## src/rtl/fetch_unit_if.sv

```systemverilog
// IF-stage bus: instruction memory port plus the bundle handed to the IF/ID register.
// master = fetch unit, slave = memory / IF-ID side.
interface fetch_unit_if #(
    parameter int NB_INSTR = 32,
    parameter int NB_PC    = 32
);
    logic [NB_PC-1:0]    o_imem_addr;
    logic [NB_INSTR-1:0] i_imem_data;
    logic [NB_INSTR-1:0] o_instr;
    logic [NB_PC-1:0]    o_pc;
    logic [NB_PC-1:0]    o_pc_next;
    logic                o_valid;
    logic                o_flush;

    modport master (
        output o_imem_addr,
        input  i_imem_data,
        output o_instr,
        output o_pc,
        output o_pc_next,
        output o_valid,
        output o_flush
    );

    modport slave (
        input  o_imem_addr,
        output i_imem_data,
        input  o_instr,
        input  o_pc,
        input  o_pc_next,
        input  o_valid,
        input  o_flush
    );
endinterface

```

## src/rtl/fetch_unit.sv

```systemverilog
// IF stage: owns the PC, drives the 1-cycle synchronous instruction memory,
// presents instr/pc/pc+4 to IF/ID, handles branch redirect, stall, halt, single-step.
module fetch_unit #(
    parameter int                   NB_INSTR   = 32,
    parameter int                   NB_PC      = 32,
    parameter logic [NB_PC-1:0]     RESET_PC   = '0,
    parameter logic [NB_INSTR-1:0]  HALT_INSTR = '1,
    parameter logic [NB_INSTR-1:0]  NOP_INSTR  = NB_INSTR'(32'h0000_0013)
) (
    input  logic             clk,
    input  logic             i_rst,
    input  logic             i_start,
    input  logic             i_step_mode,
    input  logic             i_step,
    input  logic             i_stall,
    input  logic             i_branch,
    input  logic [NB_PC-1:0] i_branch_target,
    fetch_unit_if.master     bus,
    output logic             o_halted,
    output logic             o_idle
);
    typedef enum logic [1:0] {IDLE, RUN, STEP, HALT} state_e;

    localparam logic [NB_PC-1:0] FOUR  = NB_PC'(4);
    localparam logic [NB_PC-1:0] ALIGN = ~NB_PC'(3);

    state_e           state_q;
    logic             halted_q;
    logic             idle_q;
    logic [NB_PC-1:0] pc_q;
    logic [NB_PC-1:0] pc_d;
    logic [NB_PC-1:0] req_pc_q;
    logic [NB_PC-1:0] req_pc_d;
    logic             req_valid_q;
    logic             req_valid_d;

    logic [NB_PC-1:0] addr;
    logic [NB_PC-1:0] tgt;
    logic             valid;
    logic             flush;
    logic             active;
    logic             fe;
    logic             halt_det;
    logic             go_halt;

    assign active   = (state_q == RUN) || (state_q == STEP);
    assign fe       = (state_q == RUN) || ((state_q == STEP) && i_step);
    assign halt_det = req_valid_q && (bus.i_imem_data == HALT_INSTR);
    assign tgt      = i_branch_target & ALIGN;

    // Branch beats stall beats halt-detect beats fetch.
    always_comb begin
        pc_d        = pc_q;
        req_pc_d    = req_pc_q;
        req_valid_d = req_valid_q;
        addr        = pc_q;
        valid       = 1'b0;
        flush       = 1'b0;
        go_halt     = 1'b0;
        priority case (1'b1)
            !active: begin
                if (i_start) begin
                    pc_d        = RESET_PC;
                    req_pc_d    = RESET_PC;
                    req_valid_d = 1'b0;
                end
            end
            i_branch: begin
                addr        = tgt;
                req_pc_d    = tgt;
                pc_d        = tgt + FOUR;
                req_valid_d = 1'b1;
                flush       = 1'b1;
            end
            i_stall: begin
                addr  = req_pc_q;
                valid = req_valid_q;
            end
            halt_det: begin
                go_halt     = 1'b1;
                req_valid_d = 1'b0;
            end
            fe: begin
                req_pc_d    = pc_q;
                pc_d        = pc_q + FOUR;
                req_valid_d = 1'b1;
                valid       = req_valid_q;
            end
            default: begin
                req_pc_d    = pc_q;
                req_valid_d = 1'b0;
                valid       = req_valid_q;
            end
        endcase
    end

    always_ff @(posedge clk) begin
        if (!i_rst) begin
            state_q     <= IDLE;
            halted_q    <= 1'b0;
            idle_q      <= 1'b1;
            pc_q        <= RESET_PC;
            req_pc_q    <= RESET_PC;
            req_valid_q <= 1'b0;
        end else begin
            pc_q        <= pc_d;
            req_pc_q    <= req_pc_d;
            req_valid_q <= req_valid_d;
            unique case (state_q)
                IDLE, HALT: begin
                    if (i_start) begin
                        state_q  <= i_step_mode ? STEP : RUN;
                        halted_q <= 1'b0;
                        idle_q   <= 1'b0;
                    end
                end
                RUN, STEP: begin
                    if (go_halt) begin
                        state_q  <= HALT;
                        halted_q <= 1'b1;
                    end
                end
                default: ;
            endcase
        end
    end

    assign bus.o_imem_addr = addr;
    assign bus.o_valid     = valid;
    assign bus.o_flush     = flush;
    assign bus.o_instr     = valid ? bus.i_imem_data : NOP_INSTR;
    assign bus.o_pc        = req_pc_q;
    assign bus.o_pc_next   = req_pc_q + FOUR;
    assign o_halted        = halted_q;
    assign o_idle          = idle_q;
endmodule

```

## src/flat_wrapper.sv

```systemverilog
// flat-port wrapper written by rule: the top's interface ports become plain ports
module fetch_unit_flat 
#(
    parameter int                   NB_INSTR   = 32,
    parameter int                   NB_PC      = 32,
    parameter logic [NB_PC-1:0]     RESET_PC   = '0,
    parameter logic [NB_INSTR-1:0]  HALT_INSTR = '1,
    parameter logic [NB_INSTR-1:0]  NOP_INSTR  = NB_INSTR'(32'h0000_0013)
)
  (clk, i_rst, i_start, i_step_mode, i_step, i_stall, i_branch, i_branch_target, o_halted, o_idle, bus_o_imem_addr, bus_i_imem_data, bus_o_instr, bus_o_pc, bus_o_pc_next, bus_o_valid, bus_o_flush);
  fetch_unit_if #(.NB_INSTR(NB_INSTR), .NB_PC(NB_PC)) bus_i ();
  input  logic clk;
  input  logic i_rst;
  input  logic i_start;
  input  logic i_step_mode;
  input  logic i_step;
  input  logic i_stall;
  input  logic i_branch;
  input  logic [NB_PC-1:0] i_branch_target;
  output logic o_halted;
  output logic o_idle;
  output wire logic [$bits(bus_i.o_imem_addr)-1:0] bus_o_imem_addr;
  input wire logic [$bits(bus_i.i_imem_data)-1:0] bus_i_imem_data;
  output wire logic [$bits(bus_i.o_instr)-1:0] bus_o_instr;
  output wire logic [$bits(bus_i.o_pc)-1:0] bus_o_pc;
  output wire logic [$bits(bus_i.o_pc_next)-1:0] bus_o_pc_next;
  output wire logic [$bits(bus_i.o_valid)-1:0] bus_o_valid;
  output wire logic [$bits(bus_i.o_flush)-1:0] bus_o_flush;
  assign bus_o_imem_addr = bus_i.o_imem_addr;
  assign bus_i.i_imem_data = bus_i_imem_data;
  assign bus_o_instr = bus_i.o_instr;
  assign bus_o_pc = bus_i.o_pc;
  assign bus_o_pc_next = bus_i.o_pc_next;
  assign bus_o_valid = bus_i.o_valid;
  assign bus_o_flush = bus_i.o_flush;
  fetch_unit #(.NB_INSTR(NB_INSTR), .NB_PC(NB_PC), .RESET_PC(RESET_PC), .HALT_INSTR(HALT_INSTR), .NOP_INSTR(NOP_INSTR)) u_core (.clk(clk), .i_rst(i_rst), .i_start(i_start), .i_step_mode(i_step_mode), .i_step(i_step), .i_stall(i_stall), .i_branch(i_branch), .i_branch_target(i_branch_target), .bus(bus_i), .o_halted(o_halted), .o_idle(o_idle));
endmodule
```

## config.mk

```make
export PLATFORM = sky130hd
export DESIGN_NAME = fetch_unit_flat
export DESIGN_NICKNAME = d
export VERILOG_FILES = /design/src/rtl/fetch_unit_if.sv /design/src/rtl/fetch_unit.sv /design/src/flat_wrapper.sv
export SDC_FILE = /design/constraint.sdc
export NUM_CORES = 1
export LEC_CHECK = 0
export ABC_AREA = 1
export BUFFER_PORTS_ARGS = -buffer_cell sky130_fd_sc_hd__clkbuf_2
export CORE_MARGIN = 3
export CORE_UTILIZATION = 51
export CTS_CLUSTER_SIZE = 12
export DETAILED_ROUTE_END_ITERATION = 6
export PLACE_DENSITY = 0.82
export SKIP_CTS_REPAIR_TIMING = 1
export SLEW_MARGIN = 20
export SYNTH_ARGS = -nofsm -noshare
export SYNTH_HDL_FRONTEND = slang
export SYNTH_SLANG_ARGS = --single-unit
```

## constraint.sdc

```tcl
create_clock -name clk -period 2.9 [get_ports clk]
set_input_delay 0.58 -clock clk [delete_from_list [all_inputs] [get_ports clk]]
set_output_delay 0.58 -clock clk [all_outputs]
set_load 0.005 [all_outputs]
```

==> metrics.md, run 1 <==
| Metric | Value |
|---|---|
| Outcome | completed |
| Synth Flop Type | dfxtp_1 |
| Power density cells | 469 mW/mm^2 |
| Hold Crit Class | reg2reg |
| Origin of the worst setup path | u_core.bus.o_pc[2] |
| Sequential-to-total area share from yosys stat | 23.3% |
| Worst r2r src | u_core.state_q[0] |
| Worst EP arrival | 2.20 ns |
| Grt ovf | 0 |
| First-pass GRT wire length | 30900 um |
| Via density | 5.37 |
| Post-synthesis area per instance | 5.79 um^2 |
| Die Y | 111 um |
| Critical path fanouts, max | 5 |
| Die X | 111 um |
| Async SR Flop Fraction | 0% |
| Iteration count of the initial detailed-routing pass | 6 |
| Worst endpoint required time | 2.32 ns |
| Peak Freq | 359 MHz |
| Synth unique cells | 38 |
| CP endpoint kind | primary output |
| Post-synth EDFFs | 0 |
| Starting density of the core | 53.1% |
| Root Buffer | clkbuf_8 |
| Max-Cap Viols | 0 |
| Final Cycle Share | 96.0% |
| Vias in the first global route | 6094 |
| TritonCTS clock tree | done |
| Worst-Skew Late Latency | 0.36 ns |
| Reg2Reg Setup Slack | 0.46 ns |
| Finished Core Util | 66.8% |
| Area of the die | 0.0122 mm^2 |
| H-tree Lvls | 3 |
| Per-cell routed wire length | 15.1 um |
| Sink Count | 65 |
| Drt drc | 0 |
| Reg-to-reg endpoint | u_core.bus.o_pc[11] |
| Routability cong. | 0.966 |
| Peak VDD IR | 299 uV |
| Max clock buf depth | 2 |
| Area grow syn2layout | 25.7% |
| Clock skew | 0.0169 ns |
| Leak pwr | 3.38 nW |
| Worst-path clk slew | 0.08 ns |
| GRT Total Usage | 30.5% |
| Antenna diode count | 0 |
| DRT iter0 DRCs | 696 |
| Fin. max-slew vios | 0 |
| Hold Vio Cnt, Final | 0 |
| Largest net degree at the start of global routing | 78 |
| Initial antenna violation count | 0 |
| CP startpoint kind | flip-flop |
| Layout cells sized above 1 | 27.9% |
| DP HPWL | 15100 um |
| Cell Area, Synth | 0.00559 mm^2 |
| Post-DRT Antenna Nets | 0 |
| Post-layout nets | 1227 |
| Synth warnings | 0 |
| Worst hold slack | 0.453 ns |
| CP endpoint | bus_o_pc_next[28] |
| Fin crit period | 2.78 ns |
| # setup viols final | 0 |
| Worst reg-to-reg path cell count | 11 |
| Routed via count | 6937 |
| Post-synthesis instance total | 964 |
| Total core area | 0.0105 mm^2 |
| Synth Register Bits | 65 |
| Routed Wire Length | 19500 um |
| CP Class | reg2out |
| CTS Buf Count | 9 |
| Rows | 37 |
| IO buf count | 194 |
| Num ports | 203 |
critical path: stages (launching register included):
cell	delay, ns
dfxtp_2	0.36
ha_4	0.14
nand3_1	0.11
nor2_2	0.16
nand2_2	0.09
nor2_2	0.16
nand3_2	0.14
nor2_4	0.20
nand2_2	0.09
nor2_2	0.13
xor2_1	0.14
clkbuf_2	0.13
power breakdown:
part / internal [W] / switching, W / leakage, nW
Sequential: 0.000978 / 0.0000987 / 0.530
Combinational: 0.000514 / 0.000885 / 2.75
Clock: 0.000405 / 0.000409 / 0.100
how the worst min path moves through the flow:
| stage | startpoint | endpoint | slack [ns] | cells past startpoint |
|---|---|---|---|---|
| global placement | u_core.o_idle | u_core.o_idle | 0.43 | 2 |
| global route | u_core.o_idle | u_core.o_idle | 0.48 | 2 |
| detailed placement | u_core.o_idle | u_core.o_idle | 0.44 | 2 |
| CTS | u_core.o_idle | u_core.o_idle | 0.45 | 2 |
| finish | u_core.o_idle | u_core.o_idle | 0.45 | 2 |
| floorplan | u_core.o_idle | u_core.o_idle | 0.44 | 2 |
cell usage in the layout, fill, tap and decap left out, types with 2 or more instances in the layout:
cell and instances:
a21oi_1 73, a31oi_1 30, buf_12 4, buf_4 29, clkbuf_2 194, clkbuf_8 9
clkinv_4 2, conb_1 6, dfxtp_1 62, dfxtp_2 3, ha_1 3, inv_1 106
inv_2 5, inv_6 2, nand2_1 232, nand2_2 27, nand2_4 5, nand3_1 64
nand3_2 4, nand4_1 8, nor2_1 145, nor2_2 12, nor2_4 7, nor3_1 11
nor4_1 2, o21ai_0 44, o21ai_1 4, o21ai_2 11, o21bai_1 3, or2_2 4
xnor2_1 8, xor2_1 26
state kept, by name (all words and copies together) (netlist names):
register and cells:
u_core.req_valid_q 1, u_core.o_idle 1, u_core.bus.o_pc 30, u_core.o_halted 1, u_core.state_q 2, u_core.pc_q 30
cells in the mapped netlist, drive strengths merged, types with 2 or more instances:
cell	n	area share, %
a31oi	30	3.4
nand2	264	19
clkbuf	31	2.1
xor2	26	4.1
xnor2	9	1.4
inv	111	7.5
nor3	11	0.99
nor4	2	0.22
o21bai	3	0.40
or2	4	0.45
nand3	68	6.3
nor2	164	12
ha	4	0.90
o21ai	59	6.0
dfxtp	65	23
a21oi	73	6.5
buf	24	3.3
nand4	8	0.90
through the flow:
stage / TNS, ns / std cells / setup WS (ns) / power, W / instance area, um^2
floorplan: 0 / 969 / 0.485 / 0.00188 / 5600
global placement: 0 / 1274 / 0.263 / 0.00245 / 6720
detailed placement: 0 / 1274 / 0.244 / 0.00246 / 6720
CTS: -0.0770 / 1290 / -0.0558 / 0.00326 / 6920
global route: -0.0762 / 1293 / -0.0541 / 0.00348 / 7020
finish: 0 / 1293 / 0.115 / 0.00329 / 7020
metal layers:
metal / wire [um] / up-vias / GRT usage, %
li1: - / 3438 / -
met1: 8160 / 3101 / 41.8
met2: 9060 / 359 / 49.2
met3: 1890 / 39 / 4.80
met4: 397 / 0 / 9.36
met5: 0 / - / 0
cells by family (layout without fill, tap and decap cells):
kind of cell	after synthesis	in the layout	synth area share (%)
AOI/OAI and AO/OA	169	169	16.8
and+or+nand+nor	524	524	40.5
DFF	65	65	23.3
buffers and inverters	166	354	12.9
other	1	6	0.0671
adders and majority gates	4	4	0.896
xor gates and xnor gates	35	35	5.49
layout make-up:
class                   count  area (um^2)
clock buffers               9          124
clock inverters             7         77.6
fillers                   981         3490
inverters                 111          417
multi-input cells         738         3660
flip-flops and latches     65         1310
well taps                 136          170
repair buffers            227         1270
(Power assumes the default switching activity.)
==> inputs of run 2 (changes only) <==
--- a/config.mk
+++ b/config.mk
@@ -8,10 +8,11 @@
 export ABC_AREA = 1
 export BUFFER_PORTS_ARGS = -buffer_cell sky130_fd_sc_hd__clkbuf_2
 export CORE_MARGIN = 3
-export CORE_UTILIZATION = 51
+export CORE_UTILIZATION = 52
+export CTS_BUF_LIST = sky130_fd_sc_hd__clkbuf_8
 export CTS_CLUSTER_SIZE = 12
 export DETAILED_ROUTE_END_ITERATION = 6
-export PLACE_DENSITY = 0.82
+export PLACE_DENSITY = 0.83
 export SKIP_CTS_REPAIR_TIMING = 1
 export SLEW_MARGIN = 20
 export SYNTH_ARGS = -nofsm -noshare
==> metrics.md, run 2 (synthesized netlist as in run 1, its figures left out) <==
| Metric | Value |
|---|---|
| Worst-path clk slew | 0.08 ns |
| Starting density of the core | 53.9% |
| Comb pwr share | 40.1% |
| TNS Setup | 0 ns |
| Grt ovf | 0 |
| Die X | 110 um |
| GR Layer Usage met2 | 49.3% |
| Reg2Reg Setup Slack | 0.41 ns |
| Peak Freq | 352 MHz |
| Fin crit period | 2.84 ns |
| DRT iter0 DRCs | 735 |
| # fillers | 993 |
| Worst reg-to-reg path cell count | 9 |
| Hold Crit Class | reg2reg |
| Peak VDD IR | 317 uV |
| Clk pwr share | 28.6% |
| Worst EP arrival | 2.26 ns |
| Routability cong. | 0.929 |
| H-tree Lvls | 3 |
| Setup WS post-layout | 0.0564 ns |
| Final Cycle Share | 98.1% |
| CP startpoint kind | flip-flop |
| Worst-Skew Late Latency | 0.36 ns |
| Grt met3 use | 5.40% |
| Final Instance Area | 0.00706 mm^2 |
| # setup viols final | 0 |
| Max-Cap Viols | 0 |
| Layout cells sized above 1 | 27.5% |
| Post-DRT Antenna Nets | 0 |
| Critical path fanouts, max | 6 |
| CP endpoint | bus_o_pc_next[28] |
| TritonCTS clock tree | done |
| Hold Vio Cnt, Final | 0 |
| Drt drc | 0 |
| Commonest non-fill, non-tap cells in the layout | nand2_1, clkbuf_2, nor2_1 |
| Clock skew | 0.0102 ns |
| CP endpoint kind | primary output |
| Leak pwr | 3.38 nW |
| Per-cell routed wire length | 15.1 um |
| Placed instance area | 0.00671 mm^2 |
| Routed Wire Length | 19500 um |
| Iteration count of the initial detailed-routing pass | 5 |
| Unrepaired setup endpoints after global routing | true |
| Sequential power share | 31.3% |
| Die Y | 110 um |
| Routing usage on met1 | 42.7% |
| Internal power | 0.00207 W |
| Rows | 37 |
| Via density | 5.42 |
| Commonest non-fill, non-tap cell in the layout | nand2_1 |
| CTS Buf Count | 9 |
| Setup WS pre-CTS | 0.231 ns |
| Power density cells | 491 mW/mm^2 |
| Largest net degree at the start of global routing | 48 |
| GRT Total Usage | 31.4% |
| Worst endpoint required time | 2.32 ns |
| Area of the die | 0.0120 mm^2 |
| Sink Count | 65 |
| Outcome | completed |
| Slew HR | 59.9% |
| Origin of the worst setup path | u_core.bus.o_pc[10] |
| Worst r2r src | u_core.state_q[0] |
| Routed via count | 6986 |
| Total core area | 0.0104 mm^2 |
| Post-layout nets | 1224 |
| Fin. max-slew vios | 0 |
| Slew @ Worst Pin | 0.601 ns |
| Vias in the first global route | 5983 |
| First-pass GRT wire length | 29800 um |
| Initial antenna violation count | 0 |
| Root Buffer | clkbuf_8 |
| Num ports | 203 |
| Net Sw Power | 0.00139 W |
| Grt peak-use layer | met2 |
| Area grow syn2layout | 26.3% |
| Max clock buf depth | 2 |
| CP Class | reg2out |
| DP HPWL | 15000 um |
| Reg-to-reg endpoint | u_core.bus.o_pc[3] |
| Net Sw Frac | 40.1% |
| Antenna diode count | 0 |
| IO buf count | 194 |
-- run 2: area by class of cell --
class                      count  area [um^2]  area share (%)
clock buffer                   9          124            1.76
clock inverter                 7          125            1.77
inverter                     111          419            5.94
multi-input combinational    738         3650            51.8
sequential                    65         1310            18.5
tap                          136          170            2.41
timing repair buffer         224         1260            17.8
-- run 2: power by group through the flow --
| stage | logic [W] | registers, W | clock network, W |
|---|---|---|---|
| final | 0.00139 | 0.00108 | 0.000992 |
| after global routing | 0.00153 | 0.00109 | 0.00103 |
| after CTS | 0.00136 | 0.00108 | 0.000993 |
| after detailed placement | 0.00136 | 0.00110 | 0 |
| after global placement | 0.00134 | 0.00109 | 0 |
| after floorplan | 0.000809 | 0.00107 | 0 |
-- run 2: layer usage --
layer  vias up  wire length, um
met5         -                0
met1      3150             8080
met4         0              634
met2       356             8850
met3        46             1950
li1       3434                -
-- run 2: critical path, cell delays in order, from the launching register on --
cell,delay (ns)
dfxtp_1,0.54
inv_1,0.07
nor3_1,0.23
nand2_2,0.12
nor2_4,0.14
nand3_2,0.12
nor2_4,0.18
nand2_2,0.09
nor2_2,0.13
xor2_1,0.15
clkbuf_2,0.13
-- run 2: how the worst min path moves through the flow --
stage | startpoint | endpoint | slack (ns) | cells after the start
final | u_core.o_idle | u_core.o_idle | 0.45 | 2
after floorplan | u_core.o_idle | u_core.o_idle | 0.44 | 2
after global routing | u_core.o_idle | u_core.o_idle | 0.47 | 2
after global placement | u_core.o_idle | u_core.o_idle | 0.43 | 2
after detailed placement | u_core.o_idle | u_core.o_idle | 0.44 | 2
after CTS | u_core.o_idle | u_core.o_idle | 0.45 | 2
-- run 2: stage by stage --
stage                     hold WS [ns]  utilization, %  std cells  total power (W)
after floorplan                  0.443               -        969          0.00188
after global placement           0.432            64.7       1271          0.00243
after detailed placement         0.438            64.7       1271          0.00245
after CTS                        0.454            67.1       1287          0.00343
after global routing             0.474            68.1       1290          0.00366
final                            0.455            68.1       1290          0.00346
